$ cat src/rtl/idli_sqi_pkg.sv
// Shared types and constants for the idli SQI serial-SRAM controller.
package idli_sqi_pkg;

  typedef enum logic [2:0] {
    ST_IDLE,
    ST_CMD,
    ST_ADDR,
    ST_DUMMY,
    ST_DATA,
    ST_GAP
  } sqi_state_e;

  // Half of a nibble slot: LOW = controller updates SIO, HIGH = SRAM samples.
  typedef enum logic {
    PH_LOW  = 1'b0,
    PH_HIGH = 1'b1
  } sck_phase_e;

  localparam logic [7:0] CMD_READ  = 8'h03;
  localparam logic [7:0] CMD_WRITE = 8'h02;

  localparam int NIB_CNT_W = 3;
  localparam logic [NIB_CNT_W-1:0] CMD_LAST  = 3'd1;  // 2 command nibbles
  localparam logic [NIB_CNT_W-1:0] DATA_LAST = 3'd3;  // 4 data nibbles

  // Core words are little-endian on the wire: low byte goes out first.
  function automatic logic [15:0] byte_swap(input logic [15:0] w);
    return {w[7:0], w[15:8]};
  endfunction

endpackage

$ cat src/rtl/idli_sqi_shift_m.sv
// 16-bit nibble shifter: parallel load, MSB nibble is the outgoing nibble,
// incoming nibble enters at the bottom. Serves both TX and RX paths.
module idli_sqi_shift_m (
  input  logic        clk,
  input  logic        rst_n,
  input  logic        load,
  input  logic [15:0] load_val,
  input  logic        shift,
  input  logic [3:0]  shift_in,
  output logic [15:0] q
);

  // Load wins over shift so a segment reload replaces the spent nibble.
  always_ff @(posedge clk or negedge rst_n) begin
    if (!rst_n)     q <= '0;
    else if (load)  q <= load_val;
    else if (shift) q <= {q[11:0], shift_in};
  end

endmodule

$ cat src/rtl/idli_sqi_ctrl_m.sv
// Quad-SPI master for a 23LC1024-class SRAM: one 16-bit word per request.
// Optional macro IDLI_SQI_BURST_EN adds i_sqi_req_cont for sequential-mode
// multi-word transfers while CS stays low.
module idli_sqi_ctrl_m
  import idli_sqi_pkg::*;
#(
  parameter int ADDR_NIBBLES  = 6,
  parameter int DUMMY_NIBBLES = 2
) (
  input  logic        i_sqi_gck,
  input  logic        i_sqi_rst_n,
  input  logic        i_sqi_req_vld,
`ifdef IDLI_SQI_BURST_EN
  input  logic        i_sqi_req_cont,
`endif
  input  logic        i_sqi_req_wr,
  input  logic [15:0] i_sqi_req_addr,
  input  logic [15:0] i_sqi_req_wdata,
  output logic        o_sqi_req_acp,
  output logic [15:0] o_sqi_rdata,
  output logic        o_sqi_rdata_vld,
  output logic        o_sqi_mem_sck,
  output logic        o_sqi_mem_cs,
  output logic        o_sqi_mem_io_mode,
  input  logic [3:0]  i_sqi_mem_sio,
  output logic [3:0]  o_sqi_mem_sio
);

  localparam logic [NIB_CNT_W-1:0] ADDR_LAST   = NIB_CNT_W'(ADDR_NIBBLES - 1);
  // The first shifter load holds cmd + top address byte; the low 16 address
  // bits are reloaded once those two address nibbles have gone out.
  localparam logic [NIB_CNT_W-1:0] ADDR_RELOAD = NIB_CNT_W'(ADDR_NIBBLES - 5);
  localparam logic [NIB_CNT_W-1:0] DUMMY_LAST  = NIB_CNT_W'(DUMMY_NIBBLES - 1);

  sqi_state_e             state_q, state_d;
  sck_phase_e             phase_q;
  logic [NIB_CNT_W-1:0]   nib_q;
  logic                   wr_q;
  logic [14:0]            addr_lo_q;
  logic [15:0]            wdata_q;
  logic [15:0]            rdata_q;
  logic                   rdata_vld_q;

  logic                   cont;
  logic                   active, nib_end, accept, data_last;
  logic                   burst_wr, burst_go, seg_done, rd_turn;
  logic                   sh_load;
  logic [15:0]            sh_load_val, sh_q, rx_next;

`ifdef IDLI_SQI_BURST_EN
  assign cont = i_sqi_req_cont;
`else
  assign cont = 1'b0;
`endif

  // Transaction decode, next state and shifter control.
  always_comb begin
    active    = (state_q == ST_CMD) || (state_q == ST_ADDR) ||
                (state_q == ST_DUMMY) || (state_q == ST_DATA);
    nib_end   = active && (phase_q == PH_HIGH);
    accept    = i_sqi_req_vld && (state_q == ST_IDLE);
    data_last = (state_q == ST_DATA) && nib_end && (nib_q == DATA_LAST);
    // Write bursts need the next word in hand; read bursts only need cont.
    burst_wr  = data_last && cont && wr_q && i_sqi_req_vld;
    burst_go  = data_last && cont && (!wr_q || i_sqi_req_vld);

    state_d = state_q;
    case (state_q)
      ST_IDLE:  if (accept) state_d = ST_CMD;
      ST_CMD:   if (nib_end && nib_q == CMD_LAST) state_d = ST_ADDR;
      ST_ADDR:  if (nib_end && nib_q == ADDR_LAST) state_d = wr_q ? ST_DATA : ST_DUMMY;
      ST_DUMMY: if (nib_end && nib_q == DUMMY_LAST) state_d = ST_DATA;
      ST_DATA:  if (data_last && !burst_go) state_d = ST_GAP;
      ST_GAP:   state_d = ST_IDLE;
      default:  state_d = ST_IDLE;
    endcase
    seg_done = nib_end && ((state_d != state_q) || burst_go);

    sh_load     = 1'b0;
    sh_load_val = '0;
    if (accept) begin
      sh_load     = 1'b1;
      sh_load_val = {(i_sqi_req_wr ? CMD_WRITE : CMD_READ), 7'b0, i_sqi_req_addr[15]};
    end else if (state_q == ST_ADDR && nib_end && nib_q == ADDR_RELOAD) begin
      sh_load     = 1'b1;
      sh_load_val = {addr_lo_q, 1'b0};
    end else if (state_q == ST_ADDR && nib_end && nib_q == ADDR_LAST && wr_q) begin
      sh_load     = 1'b1;
      sh_load_val = byte_swap(wdata_q);
    end else if (burst_wr) begin
      sh_load     = 1'b1;
      sh_load_val = byte_swap(i_sqi_req_wdata);
    end

    rx_next = {sh_q[11:0], i_sqi_mem_sio};
  end

  idli_sqi_shift_m u_shift (
    .clk      (i_sqi_gck),
    .rst_n    (i_sqi_rst_n),
    .load     (sh_load),
    .load_val (sh_load_val),
    .shift    (nib_end),
    .shift_in (i_sqi_mem_sio),
    .q        (sh_q)
  );

  // State, phase toggle and per-segment nibble counter.
  always_ff @(posedge i_sqi_gck or negedge i_sqi_rst_n) begin
    if (!i_sqi_rst_n) begin
      state_q <= ST_IDLE;
      phase_q <= PH_LOW;
      nib_q   <= '0;
    end else begin
      state_q <= state_d;
      phase_q <= (active && phase_q == PH_LOW) ? PH_HIGH : PH_LOW;
      if (seg_done)     nib_q <= '0;
      else if (nib_end) nib_q <= nib_q + 1'b1;
    end
  end

  // Request capture on accept (and on each burst write word).
  always_ff @(posedge i_sqi_gck or negedge i_sqi_rst_n) begin
    if (!i_sqi_rst_n) begin
      wr_q      <= 1'b0;
      addr_lo_q <= '0;
      wdata_q   <= '0;
    end else if (accept) begin
      wr_q      <= i_sqi_req_wr;
      addr_lo_q <= i_sqi_req_addr[14:0];
      wdata_q   <= i_sqi_req_wdata;
    end else if (burst_wr) begin
      wdata_q   <= i_sqi_req_wdata;
    end
  end

  // Read word publish: the final nibble is folded in on the same edge it is sampled.
  always_ff @(posedge i_sqi_gck or negedge i_sqi_rst_n) begin
    if (!i_sqi_rst_n) begin
      rdata_q     <= '0;
      rdata_vld_q <= 1'b0;
    end else begin
      rdata_vld_q <= data_last && !wr_q;
      if (data_last && !wr_q) rdata_q <= byte_swap(rx_next);
    end
  end

  // Pin drive is decoded from the async-reset state so CS drops out at once on reset.
  always_comb begin
    rd_turn           = !wr_q && ((state_q == ST_DUMMY) || (state_q == ST_DATA));
    o_sqi_req_acp     = accept || burst_wr;
    o_sqi_mem_cs      = !active;
    o_sqi_mem_sck     = active && (phase_q == PH_HIGH);
    o_sqi_mem_io_mode = !rd_turn;
    o_sqi_mem_sio     = (active && !rd_turn) ? sh_q[15:12] : 4'h0;
    o_sqi_rdata       = rdata_q;
    o_sqi_rdata_vld   = rdata_vld_q;
  end

endmodule
$ cat config.mk
export PLATFORM = sky130hd
export DESIGN_NAME = idli_sqi_ctrl_m
export DESIGN_NICKNAME = d
export VERILOG_FILES = /design/src/rtl/idli_sqi_pkg.sv /design/src/rtl/idli_sqi_shift_m.sv /design/src/rtl/idli_sqi_ctrl_m.sv
export SDC_FILE = /design/constraint.sdc
export NUM_CORES = 1
export LEC_CHECK = 0
export CORE_ASPECT_RATIO = 1.5
export CORE_MARGIN = 1
export CORE_UTILIZATION = 47
export CTS_CLUSTER_SIZE = 30
export DETAILED_ROUTE_END_ITERATION = 7
export PLACE_DENSITY = 0.73
export SLEW_MARGIN = 20
export SYNTH_ARGS = -nofsm -noshare
export SYNTH_HDL_FRONTEND = slang
export SYNTH_SLANG_ARGS = --single-unit
export TNS_END_PERCENT = 30
$ cat constraint.sdc
create_clock -name i_sqi_gck -period 2 [get_ports i_sqi_gck]
set_clock_uncertainty 0.1 [all_clocks]
set_input_delay 0.2 -clock i_sqi_gck [delete_from_list [all_inputs] [get_ports i_sqi_gck]]
set_output_delay 0.2 -clock i_sqi_gck [all_outputs]
set_load 0.05 [all_outputs]
==> metrics.txt, run 1 <==
Vias per Instance approximately 5.6; number of placed cells counting well taps 462; static leakage about 2.2 nW; total congestion overflow 0; total nets after synthesis 361; xor/xnor cell area share of the yosys netlist 0; ratio of total power to cell area 1470 nW/um^2; cell-by-cell trace of the critical path o21ai_2 > buf_4 > nand3_4 > buf_6 > inv_1 > buf_12; final WL approximately 8000 microns; CTS tree built; met2 routing resource usage after global routing 0.386; classification of the worst-slack hold path in2async; count of antenna-violating nets left after detailed routing 0; insertion delay to the later sink of the worst-skew pair between 0.3 and 0.4 ns; worst relative slew slack 0.615; fraction of the mapped netlist area in compound gates 0.168; part of the Yosys area used for sequential elements 0.542; combinational family with the most area after synthesis simple AND/OR/NAND/NOR gates; logic depth of the worst path, buffers included 6; level count of the clock H-tree 3; number of hold-slack violations in the final timing report 0; worst slack, placed -0.00530 ns; Critical Path Start Type flop; Reg2Reg Setup Slack approximately 0.030 ns; met3 usage in global routing 0.0405; Slew Viols, Final 0; clock-pin transition on the worst setup and hold timing paths around 0.080 ns; number of instances in the synthesized netlist between 300 and 400; Unique masters post-synth 42; mean instance size in the synthesized netlist 10.4 sq um; share of cells above drive strength 1 0.261; cell class contributing the biggest share of worst-path delay buffers and inverters; Synth Register Bits between 70 and 80; die width about 71 microns; Adder-Cell Fraction of Synth Area 0.0113; RSZ-0062 raised after global routing yes; number of antenna diodes 0; number of global-route vias before repair about 2,700; fraction of the cycle the final worst path needs 1.02; total iterations of the first detailed-routing run 6; number of cells traversed by the worst register-to-register path 5; Critical Path RT between 1.5 and 2 ns; count leader, synth nand2_1; antenna violations before repair 0; detail-routed net length per standard cell roughly 16 microns; final cell count without fillers around 480; violated checks design-rule violations, negative setup slack; nature of the critical path endpoint primary output; crit-path max FO 5; most used standard cells in the synthesized netlist nand2_1, dfrtp_1, mux2_2; post-detailed-route DRC marker count 8; first-pass GRT wire length ~13,000 microns; buffers plus inverters on the worst setup path 4; most heavily used metal layer in global routing met2; number of nets in the final layout between 400 and 500; gp weighted congestion approximately 0.84; number of failing setup endpoints in the final timing report 5; number of input and output port buffers inserted 64; total half-perimeter wirelength after legalization and detailed placement approximately 5600 microns; clock root buffer master clkbuf_8; max-cap viol count 0; initial core utilization 0.485; multiplexer share of the synthesized area 0.0603; maximum achievable frequency between 0.4 and 0.5 GHz; 1st-iter DRT viols around 180; count of vias placed by the detailed router between 2,000 and 3,000; arrival time of data at the critical path endpoint 1.74 ns; CP max-delay cell dfrtp_2; Worst R2R End u_shift.q[8]; CTS Buf Count 9; Synth Area in Simple Gates 0.181; number of I/O pins 65; start of the worst register-to-register path state_q[0]; maximum number of pins on one net before global-route repair 36; Max clock buf depth 2; post-synthesis async set-or-reset flop share 1.00; type of the setup path with the least slack reg2out; met1 global-route usage 0.276; outcome finished, violations left; worst-margin pin slew around 0.58 ns; core outline area just under 7000 sq um; flip-flop cell with the highest count after synthesis dfrtp_1; Layout area overhead 38.9%; top cells by area, synth dfrtp_1, nand2_1, mux2_2, a2bb2oi_2, o2111ai_1; TritonCTS Sinks 72; total global-route track usage 0.223; Setup WS post-layout -0.0382 ns; max incr delay on CP 0.45 ns; Total Die Area 7420 sq um; clock period minus final worst setup slack between 2 and 2.5 ns; IR Drop Worst-Case VDD 0.625 mV; largest area contributor in the netlist dfrtp_1; number of rows created at floorplan 37; setup TNS -0.132 ns; vertical extent of the die around 100 microns; Cell Area, Synth approximately 3300 sq um; Yosys warnings 0; Finished Core Util 0.673; area share of the leading cell type in the synthesized netlist 0.542; number of enable flip-flop cells after synthesis 0
==> routing by layer <==
layer | wire [microns] | vias to the layer above | share of wire
met2 | 4170 | 55 | 0.54
met3 | 223 | 13 | 0.029
met5 | 0 | - | 0
met4 | 180 | 0 | 0.023
met1 | 3210 | 1342 | 0.41
li1 | - | 1287 | -
==> how the worst max path moves through the flow <==
stage          startpoint               end  slack [ns]
2_1_floorplan  state_q[0]  o_sqi_mem_sio[1]       -0.08
4_1_cts        state_q[0]  o_sqi_mem_sio[0]       -0.01
6_report       state_q[0]     o_sqi_mem_sck       -0.04
3_3_place_gp   state_q[2]  o_sqi_mem_sio[0]        0.01
3_5_place_dp     nib_q[1]     u_shift.q[11]      -0.005
5_1_grt        state_q[0]     o_sqi_mem_sck        -0.1
==> logic make-up after synthesis <==
kind of cell / after synthesis
AO/OA/AOI/OAI: 65
multiplexers: 18
AND/OR/NAND/NOR: 132
buffers and inverters: 28
adder cells (fa/ha/maj): 3
flip-flops: 72
==> placed cells by master, fill, tap and decap left out, types with 2 or more instances in the layout <==
cell type	n
dfrtp_2	3
a2bb2oi_1	2
dfrtp_1	69
buf_12	9
nor2_1	6
o32ai_1	2
and2_4	4
clkbuf_8	9
nand2_1	98
or3_1	2
nand4_1	2
inv_1	3
bufinv_16	2
o21ai_0	7
a22oi_1	14
inv_2	4
buf_6	5
nor3_1	2
nand3_1	3
mux2_2	16
mux2i_1	2
nand2_2	2
o2111ai_1	12
clkdlybuf4s50_1	55
a2bb2oi_2	11
ha_1	2
buf_4	22
a21oi_1	4
clkinv_2	2
==> flip-flops by register name, indices dropped and copies added (netlist names) <==
signal           count
wdata_q             16
state_q              3
o_sqi_rdata         16
nib_q                3
o_sqi_rdata_vld      1
phase_q              1
wr_q                 1
u_shift.q           16
addr_lo_q           15
==> area by class of cell <==
type / instances / area (sq um)
fillers: 545 / 2240
flip-flops and latches: 72 / 1810
multi-input cells: 218 / 1500
repair buffers: 93 / 967
clock buffers: 9 / 124
well taps: 78 / 97.6
clock inverters: 7 / 95.1
inverters: 7 / 26.3
==> timing repair <==
action | 4_1_cts | 5_1_grt
endpoints found under the hold margin | 23 | 0
pin swaps | 2 | 5
setup buffers | 5 | 0
resized for setup | 17 | 18
hold buffers | 1 | 0
setup endpoints to repair | 17 | 22
==> stage by stage <==
stage / instance area, sq um / total power, mW / hold slack, ns
after detailed placement: 4230 / 5.22 / 0.120
after global routing: 4610 / 7.15 / 0.293
final: 4610 / 6.76 / 0.277
after CTS: 4540 / 6.66 / 0.274
after floorplan: 3320 / 4.14 / -0.196
after global placement: 4230 / 5.13 / 0.125
==> where the power goes <==
group | internal (mW) | leakage, nW | switching, mW
registers | 2.00 | 0.898 | 0.429
clock network | 0.704 | 0.110 | 0.555
logic | 1.48 | 1.15 | 1.58
Power figures use the tool's default switching activity.
==> run 2, diff against run 1 <==
--- a/config.mk
+++ b/config.mk
@@ -7,10 +7,12 @@
 export LEC_CHECK = 0
 export CORE_ASPECT_RATIO = 1.5
 export CORE_MARGIN = 1
-export CORE_UTILIZATION = 47
+export CORE_UTILIZATION = 48
+export CTS_BUF_LIST = sky130_fd_sc_hd__clkbuf_2
 export CTS_CLUSTER_SIZE = 30
 export DETAILED_ROUTE_END_ITERATION = 7
-export PLACE_DENSITY = 0.73
+export HOLD_SLACK_MARGIN = 0.08
+export PLACE_DENSITY = 0.74
 export SLEW_MARGIN = 20
 export SYNTH_ARGS = -nofsm -noshare
 export SYNTH_HDL_FRONTEND = slang
==> metrics.txt, run 2 (synthesis results as in run 1) <==
final WL 8710 microns; Total Die Area about 7300 sq um; violated checks negative setup slack; worst hold path cell count 3; Switching Fraction 0.394; share of power burned in combinational logic 0.492; clock period minus final worst setup slack ~2.3 ns; Reg2Reg Setup Slack -0.10 ns; post-detailed-route DRC marker count 0; start of the worst register-to-register path nib_q[1]; Worst R2R End u_shift.q[8]; crit-path max FO 4; worst-margin pin slew 0.564 ns; number of antenna diodes 0; logic depth of the worst path, buffers included 6; total iterations of the first detailed-routing run 4; worst relative slew slack 0.620; Setup WS post-layout -0.254 ns; level count of the clock H-tree 3; detail-routed net length per standard cell between 15 and 20 microns; Critical Path RT between 1.5 and 2 ns; maximum number of pins on one net before global-route repair 50; buffers plus inverters on the worst setup path 2; number of failing setup endpoints in the final timing report 23; end point of the most critical hold path addr_lo_q[3]; Filler cells 457; antenna violations before repair 0; CP max-delay cell dfrtp_1; Pint between 4 and 5 mW; total half-perimeter wirelength after legalization and detailed placement between 5000 and 6000 microns; arrival time of data at the critical path endpoint around 2.0 ns; net switching component of the power ~2.7 mW; Max clock buf depth 2; Seq pwr share 0.355; count of antenna-violating nets left after detailed routing 0; gp weighted congestion between 0.8 and 0.9; Power, Total slightly below 7 mW; clock root buffer master clkbuf_2; cell class contributing the biggest share of worst-path delay simple AND/OR/NAND/NOR gates; count of vias placed by the detailed router approximately 2,900; number of cells traversed by the worst register-to-register path 6; number of hold-slack violations in the final timing report 0; total global-route track usage 0.248; number of input and output port buffers inserted 64; outcome finished, violations left; CTS Buf Count 9; number of placed cells counting well taps around 460; initial core utilization 0.505; nature of the critical path endpoint primary output; ratio of total power to cell area around 1400 nW/um^2; vertical extent of the die 104 microns; insertion delay to the later sink of the worst-skew pair 0.54 ns; max-cap viol count 0; clock-pin transition on the worst setup and hold timing paths approximately 0.21 ns; static leakage between 2 and 2.5 nW; number of rows created at floorplan 36; Vias per Instance 5.60; fraction of the cycle the final worst path needs 1.13; Critical Path Start Type flop; type of the setup path with the least slack reg2out; cell-by-cell trace of the critical path buf_6 > or3_4 > nand2_4 > a21oi_4 > and2_4 > buf_12; TritonCTS Sinks 72; number of global-route vias before repair ~3,000; number of I/O pins 65; total congestion overflow 0; maximum achievable frequency about 0.44 GHz; CTS tree built; 1st-iter DRT viols between 300 and 400; number of nets in the final layout approximately 480; die width between 60 and 70 microns; final cell count without fillers ~510; worst min-delay path startpoint i_sqi_req_addr[3]; most common cell after layout, fill and taps aside nand2_1; clock power share 0.153; RSZ-0062 raised after global routing yes; share of cells above drive strength 1 0.297; classification of the worst-slack hold path in2reg; highest-count cells in the layout ignoring fill and taps nand2_1, dfrtp_1, clkdlybuf4s50_1; Slew Viols, Final 0; core outline area between 6000 and 7000 sq um; Layout area overhead 49.9%; IR Drop Worst-Case VDD about 1.3 mV; first-pass GRT wire length 14,100 microns; max incr delay on CP ~0.47 ns
## run 2: cell types whose count changed in the layout (fill, tap and decap cells not counted), moves of 7 or more
cell / previous run / this run
dlygate4sd3_1: 1 / 25
clkdlybuf4s50_1: 55 / 38
o2111ai_2: 1 / 8
dlygate4sd2_1: 0 / 17
clkbuf_2: 0 / 10
clkbuf_8: 9 / 0
o2111ai_1: 12 / 4
## run 2: cell type report
class / count / area [sq um] / share of cell area
clock buffer: 10 / 50.0 / 0.0100
clock inverter: 6 / 108 / 0.0216
inverter: 7 / 33.8 / 0.00678
multi-input combinational: 219 / 1640 / 0.329
sequential: 72 / 1800 / 0.362
tap: 76 / 95.1 / 0.0191
timing repair buffer: 123 / 1250 / 0.251
## run 2: how the worst max path moves through the flow
stage	endpoint	from
after detailed placement	u_shift.q[10]	nib_q[1]
final	o_sqi_mem_sio[3]	state_q[2]
after global routing	o_sqi_mem_sio[0]	state_q[0]
after CTS	o_sqi_mem_sio[1]	state_q[2]
after floorplan	o_sqi_mem_sio[1]	state_q[0]
after global placement	nib_q[2]	nib_q[0]
## run 2: power by group through the flow
stage / registers (mW) / logic [mW] / clock network [mW]
3_5_place_dp: 2.45 / 2.69 / 0
6_report: 2.46 / 3.41 / 1.06
4_1_cts: 2.41 / 3.08 / 1.06
5_1_grt: 2.51 / 3.65 / 1.14
3_3_place_gp: 2.43 / 2.63 / 0
2_1_floorplan: 2.31 / 1.83 / 0
## run 2: worst min-delay path: cells and delay by family
kind	cells	cell delay [ns]
buffers and inverters	1	0.40
and+or+nand+nor	2	0.11
## run 2: metal layers
metal	wire length, microns	global-route usage	part of all wire	vias up
met3	267	0.0475	0.031	26
li1	-	-	-	1359
met2	4680	0.418	0.54	73
met1	3460	0.301	0.40	1416
met5	0	0	0	-
met4	300	0.119	0.034	0
## run 2: repair_timing
item / 4_1_cts / 5_1_grt
hold buffers: 26 / 0
gates cloned: 1 / 0
buffers inserted: 8 / 4
endpoints found under the setup margin: 39 / 27
pin swaps: 8 / 8
hold endpoints to repair: 94 / 0
gates resized for setup: 54 / 31
## run 2: through the flow
step	instance area [sq um]	setup TNS [ns]	hold WS, ns	util	setup WS [ns]
after floorplan	3320	-0.253	-0.196	-	-0.0845
after global placement	4200	0	0.110	0.639	0.0324
after detailed placement	4200	-0.0477	0.115	0.639	-0.0242
after CTS	4800	-1.28	0.0828	0.730	-0.223
after global routing	4980	-3.11	0.0925	0.757	-0.297
final	4980	-2.13	0.0857	0.757	-0.254
